$ cat config.mk
export PLATFORM = sky130hd
export DESIGN_NAME = mem_subsystem
export DESIGN_NICKNAME = d
export VERILOG_FILES = /design/src/rtl/mem_pkg.sv /design/src/rtl/mem_array.sv /design/src/rtl/mem_subsystem.sv
export SDC_FILE = /design/constraint.sdc
export NUM_CORES = 2
export LEC_CHECK = 0
export CORE_MARGIN = 10
export CORE_UTILIZATION = 45
export DETAILED_ROUTE_END_ITERATION = 10
export DONT_BUFFER_PORTS = 1
export PLACE_DENSITY = 0.59
export SYNTH_ARGS = -nofsm -noshare
export SYNTH_HDL_FRONTEND = slang
export SYNTH_HIERARCHICAL = 1
export SYNTH_SLANG_ARGS = --single-unit
$ cat constraint.sdc
create_clock -name clk -period 7.48 [get_ports clk]
set_input_delay 1.496 -clock clk [delete_from_list [all_inputs] [get_ports clk]]
set_output_delay 1.496 -clock clk [all_outputs]
set_load 0.01 [all_outputs]
$ cat src/rtl/mem_pkg.sv
// Shared types and sizing for the single-port memory subsystem.
package mem_pkg;
    localparam int ADDR_W = 8;
    localparam int DATA_W = 8;
    localparam int DEPTH  = 2 ** ADDR_W;

    typedef enum logic [1:0] {
        IDLE   = 2'd0,
        ACCESS = 2'd1,
        DONE   = 2'd2
    } ctrl_state_t;

    typedef logic [ADDR_W-1:0] addr_t;
    typedef logic [DATA_W-1:0] data_t;
endpackage

$ cat src/rtl/mem_array.sv
// Storage array: one write or one registered read per enabled cycle, cleared on reset.
module mem_array
    import mem_pkg::*;
#(
    parameter int ADDR_W = mem_pkg::ADDR_W,
    parameter int DATA_W = mem_pkg::DATA_W
) (
    input  logic              clk,
    input  logic              reset,
    input  logic              ce,
    input  logic              we,
    input  logic [ADDR_W-1:0] addr,
    input  logic [DATA_W-1:0] wdata,
    output logic [DATA_W-1:0] rdata
);
    localparam int WORDS = 2 ** ADDR_W;

    logic [DATA_W-1:0] mem_reg [WORDS];

    // Each word is its own register so the whole array clears with reset.
    genvar gi;
    generate
        for (gi = 0; gi < WORDS; gi++) begin : g_word
            always_ff @(posedge clk or negedge reset) begin
                if (!reset) begin
                    mem_reg[gi] <= '0;
                end else if (ce && we && (addr == ADDR_W'(gi))) begin
                    mem_reg[gi] <= wdata;
                end
            end
        end
    endgenerate

    always_ff @(posedge clk or negedge reset) begin
        if (!reset) begin
            rdata <= '0;
        end else if (ce && !we) begin
            rdata <= mem_reg[addr];
        end
    end
endmodule

$ cat src/rtl/mem_subsystem.sv
// Command controller: accepts one read/write in IDLE, drives the array for one
// cycle, then pulses ready_sys for one cycle.
module mem_subsystem
    import mem_pkg::*;
#(
    parameter int ADDR_W = mem_pkg::ADDR_W,
    parameter int DATA_W = mem_pkg::DATA_W
) (
    input  logic              clk,
    input  logic              reset,
    input  logic              cmd_valid_sys,
    input  logic              we_sys,
    input  logic [ADDR_W-1:0] addr_sys,
    input  logic [DATA_W-1:0] data_sys_i,
    output logic [DATA_W-1:0] data_sys_o,
    output logic              ready_sys,
    output logic              ce_mem,
    output logic              we_mem,
    output logic [ADDR_W-1:0] addr_mem,
    output logic [DATA_W-1:0] datai_mem,
    output logic [DATA_W-1:0] datao_mem
);
    ctrl_state_t       state_reg, state_next;
    logic              ce_next, we_next, ready_next;
    logic [ADDR_W-1:0] addr_next;
    logic [DATA_W-1:0] datai_next;
    // we_mem drops before DONE, so the command type is remembered separately.
    logic              op_we_reg, op_we_next;

    always_ff @(posedge clk or negedge reset) begin
        if (!reset) begin
            state_reg <= IDLE;
            ce_mem    <= 1'b0;
            we_mem    <= 1'b0;
            addr_mem  <= '0;
            datai_mem <= '0;
            ready_sys <= 1'b0;
            op_we_reg <= 1'b0;
        end else begin
            state_reg <= state_next;
            ce_mem    <= ce_next;
            we_mem    <= we_next;
            addr_mem  <= addr_next;
            datai_mem <= datai_next;
            ready_sys <= ready_next;
            op_we_reg <= op_we_next;
        end
    end

    always_comb begin
        state_next = state_reg;
        ce_next    = ce_mem;
        we_next    = we_mem;
        addr_next  = addr_mem;
        datai_next = datai_mem;
        ready_next = ready_sys;
        op_we_next = op_we_reg;
        case (state_reg)
            IDLE: begin
                ready_next = 1'b0;
                if (cmd_valid_sys) begin
                    ce_next    = 1'b1;
                    we_next    = we_sys;
                    addr_next  = addr_sys;
                    datai_next = data_sys_i;
                    op_we_next = we_sys;
                    state_next = ACCESS;
                end else begin
                    ce_next = 1'b0;
                    we_next = 1'b0;
                end
            end
            ACCESS: begin
                ce_next    = 1'b0;
                we_next    = 1'b0;
                ready_next = 1'b1;
                state_next = DONE;
            end
            DONE: begin
                ready_next = 1'b0;
                state_next = IDLE;
            end
            default: begin
                ce_next    = 1'b0;
                we_next    = 1'b0;
                ready_next = 1'b0;
                state_next = IDLE;
            end
        endcase
    end

    assign data_sys_o = (state_reg == DONE && !op_we_reg) ? datao_mem : '0;

    mem_array #(
        .ADDR_W(ADDR_W),
        .DATA_W(DATA_W)
    ) u_array (
        .clk  (clk),
        .reset(reset),
        .ce   (ce_mem),
        .we   (we_mem),
        .addr (addr_mem),
        .wdata(datai_mem),
        .rdata(datao_mem)
    );
endmodule

==> metrics.txt <==
Setup crit end kind flip-flop; CTS Buffer Depth 3; Starting Density 0.452; Yosys warning total 6; leading area contributor after synthesis dfrtp_1; number of global-route vias before repair 57200; Syn-to-layout area delta 10.4%; Avg Vias per Cell between 6 and 7; Final Routed Wirelength 282000 µm; syn_area_per_cell 15.8 µm²; max_slew headroom -0.0612; H-tree levels 4; maximum vdd drop 0.336 mV; largest cells by area after synthesis dfrtp_1 (54%), mux2_2 (24%), mux4_2 (11%); library cells used by synthesis 71; IO Port Bufs 0; RSZ-0062 raised after global routing no; I/O pins 55; Final Hold Vio Count 0; final antenna-violating net count 0; fin nets 5978; Power, Total about 28 mW; ys flop type dfrtp_1; sequential fraction of the synthesis area 0.543; Worst-path clk slew approximately 0.060 ns; Clock Sinks between 2000 and 2500; Num CTS Buffers 219; 1st-pass router iterations 7; maxcap violations 0; placer congestion estimate around 0.86; asr flop ratio synth 1.00; DR DRC count 0; post-route setup slack 2.69 ns; DRT iter0 DRCs 4900; CTS tree yes; share of cells above drive strength 1 0.526; CP Data Required Time 8.22 ns; post-cts resize count 0; clk_skew 0.0745 ns; DP HPWL between 150000 and 200000 µm; Max Fanout on Critical Path 88; min cycle time layout about 4.8 ns; full die area between 200000 and 250000 µm²; Final Util 0.499; GR Overflow Total 0; Yosys reg bits 2078; wire per inst 31.4 µm; Worst-Skew Late Latency roughly 0.9 ns; FILL cells roughly 18000; Root Driver clkbuf_16; P_leak just over 50 nW; WS Path Type reg -> reg; worst hold path type reg -> reg; setup tns final 0 ns; postcts setup bufs 0; max frequency 0.209 GHz; Power Dens Cells 267 nW/µm²; Worst-Margin Slew 1.59 ns; Die Ht around 480 µm; post-synth net total 6088; violated checks slew limit; Post-synth EDFFs 0; max reg flops 2048; max-slew violations slightly above 70; Startpoint Class flip-flop; Placement Setup Slack 2.70 ns; setup violators final 0; # rows approximately 170; Critical Path AT 5.53 ns; hold slack final ~0.49 ns; largest net degree at the start of global routing 208; Synth Cell Area 95800 µm²; GRT Total Usage 0.242; core area 212000 µm²; total number of vias about 55000; post-route clock period utilization 0.640; top-area cell type share of the netlist area 0.543; first-pass GRT wire length 418000 µm; width of the chip 481 µm; initial antenna violation count 17; # hold bufs at CTS 0; cell count after synthesis between 6000 and 7000; status finished with violations
==> logic make-up after synthesis <==
| group | Yosys count | share of synthesized area |
|---|---|---|
| AO/OA/AOI/OAI | 222 | 0.0166 |
| AND/OR/NAND/NOR | 560 | 0.0312 |
| multiplexers | 2752 | 0.383 |
| buffers and inverters | 456 | 0.0259 |
| flip-flops | 2078 | 0.543 |
==> per-stage QoR <==
stage          area [µm²]  cells
6_report           106000   8968
5_1_grt            106000   8965
4_1_cts            106000   8964
3_5_place_dp        98300   8558
3_3_place_gp        98300   8557
2_1_floorplan       95800   6068
==> per-layer routing <==
metal,vias up,track usage,wire length [µm]
met5,-,0,38
met3,504,0.0466,16100
met1,30400,0.344,125000
met2,1555,0.372,130000
met4,6,0.0867,11300
li1,22600,-,-
==> placed cells by master (no fill, tap or decap), types with 10 or more instances in the layout <==
| master | count |
|---|---|
| o221ai_1 | 10 |
| o22ai_1 | 40 |
| clkinv_2 | 37 |
| a211oi_1 | 19 |
| mux2i_1 | 168 |
| nand2_2 | 33 |
| a221oi_1 | 15 |
| bufinv_16 | 12 |
| a21oi_1 | 32 |
| nor2_2 | 107 |
| clkbuf_1 | 53 |
| clkbuf_16 | 220 |
| mux2_2 | 2064 |
| mux4_1 | 43 |
| nand3_1 | 36 |
| buf_4 | 95 |
| a22oi_1 | 26 |
| nand2b_1 | 12 |
| buf_12 | 26 |
| and3_1 | 11 |
| a31oi_1 | 10 |
| dfrtp_4 | 13 |
| nor2_1 | 80 |
| mux4_2 | 468 |
| o21ai_0 | 17 |
| nor2b_1 | 16 |
| nand2_1 | 166 |
| clkbuf_8 | 65 |
| nor2_4 | 21 |
| dfrtp_1 | 2062 |
==> worst paths after layout <==
path | to | start | slack, ns | depth (start not counted)
max in group asynchronous | u_array/mem_reg[1009] | reset | 4.96 | 3
setup reg to reg | u_array/mem_reg[1807] | addr_mem[3] | 2.69 | 5
hold reg to reg | u_array/mem_reg[744] | u_array/mem_reg[744] | 0.49 | 1
setup / recovery | u_array/mem_reg[1807] | addr_mem[3] | 2.69 | 5
min in group asynchronous | u_array/mem_reg[343] | reset | 0.53 | 1
hold / removal | u_array/mem_reg[744] | u_array/mem_reg[744] | 0.49 | 1
==> report_power, final <==
group,internal [mW],switching (mW)
sequential,11.6,0.513
clock,6.48,4.68
combinational,1.46,3.50
==> critical path: stages (launching register included) <==
cell	delay, ns
dfrtp_4	0.95
buf_12	0.50
and2_1	0.77
nand2_2	0.93
nor2_1	1.05
mux2_2	0.42
==> area by class of cell <==
type,count,area [µm²],area share
multi-input cells,3534,41400,0.392
inverters,2,12.5,0.000118
flip-flops and latches,2078,52100,0.492
clock inverters,68,855,0.00808
repair buffers,123,1280,0.0121
well taps,2821,3530,0.0334
clock buffers,338,6600,0.0624
diodes,4,10.0,0.0000947
==> Yosys cell counts, types with 6 or more instances <==
cell	count
a32oi_1	9
buf_4	51
nor4_1	6
or4_1	6
and2_2	8
mux2_4	9
mux4_1	43
mux2_2	2064
a31oi_1	10
nor2_2	106
dfrtp_1	2078
a32o_1	6
nor2_4	18
mux2i_1	168
nand4_1	9
nor3_2	7
nor2_1	84
nand2_1	173
and2_1	6
o221ai_1	10
nor2b_1	20
and3_1	12
nand3_1	36
o21ai_0	17
clkbuf_1	269
buf_2	74
a21oi_1	32
a221oi_1	15
o22ai_1	40
o211ai_1	9
nand2b_1	12
buf_6	39
buf_12	9
mux4_2	468
a22oi_1	26
a211oi_1	19
nand2_2	26
nor3_1	9
Note: power is estimated with default switching activity, not from simulation.
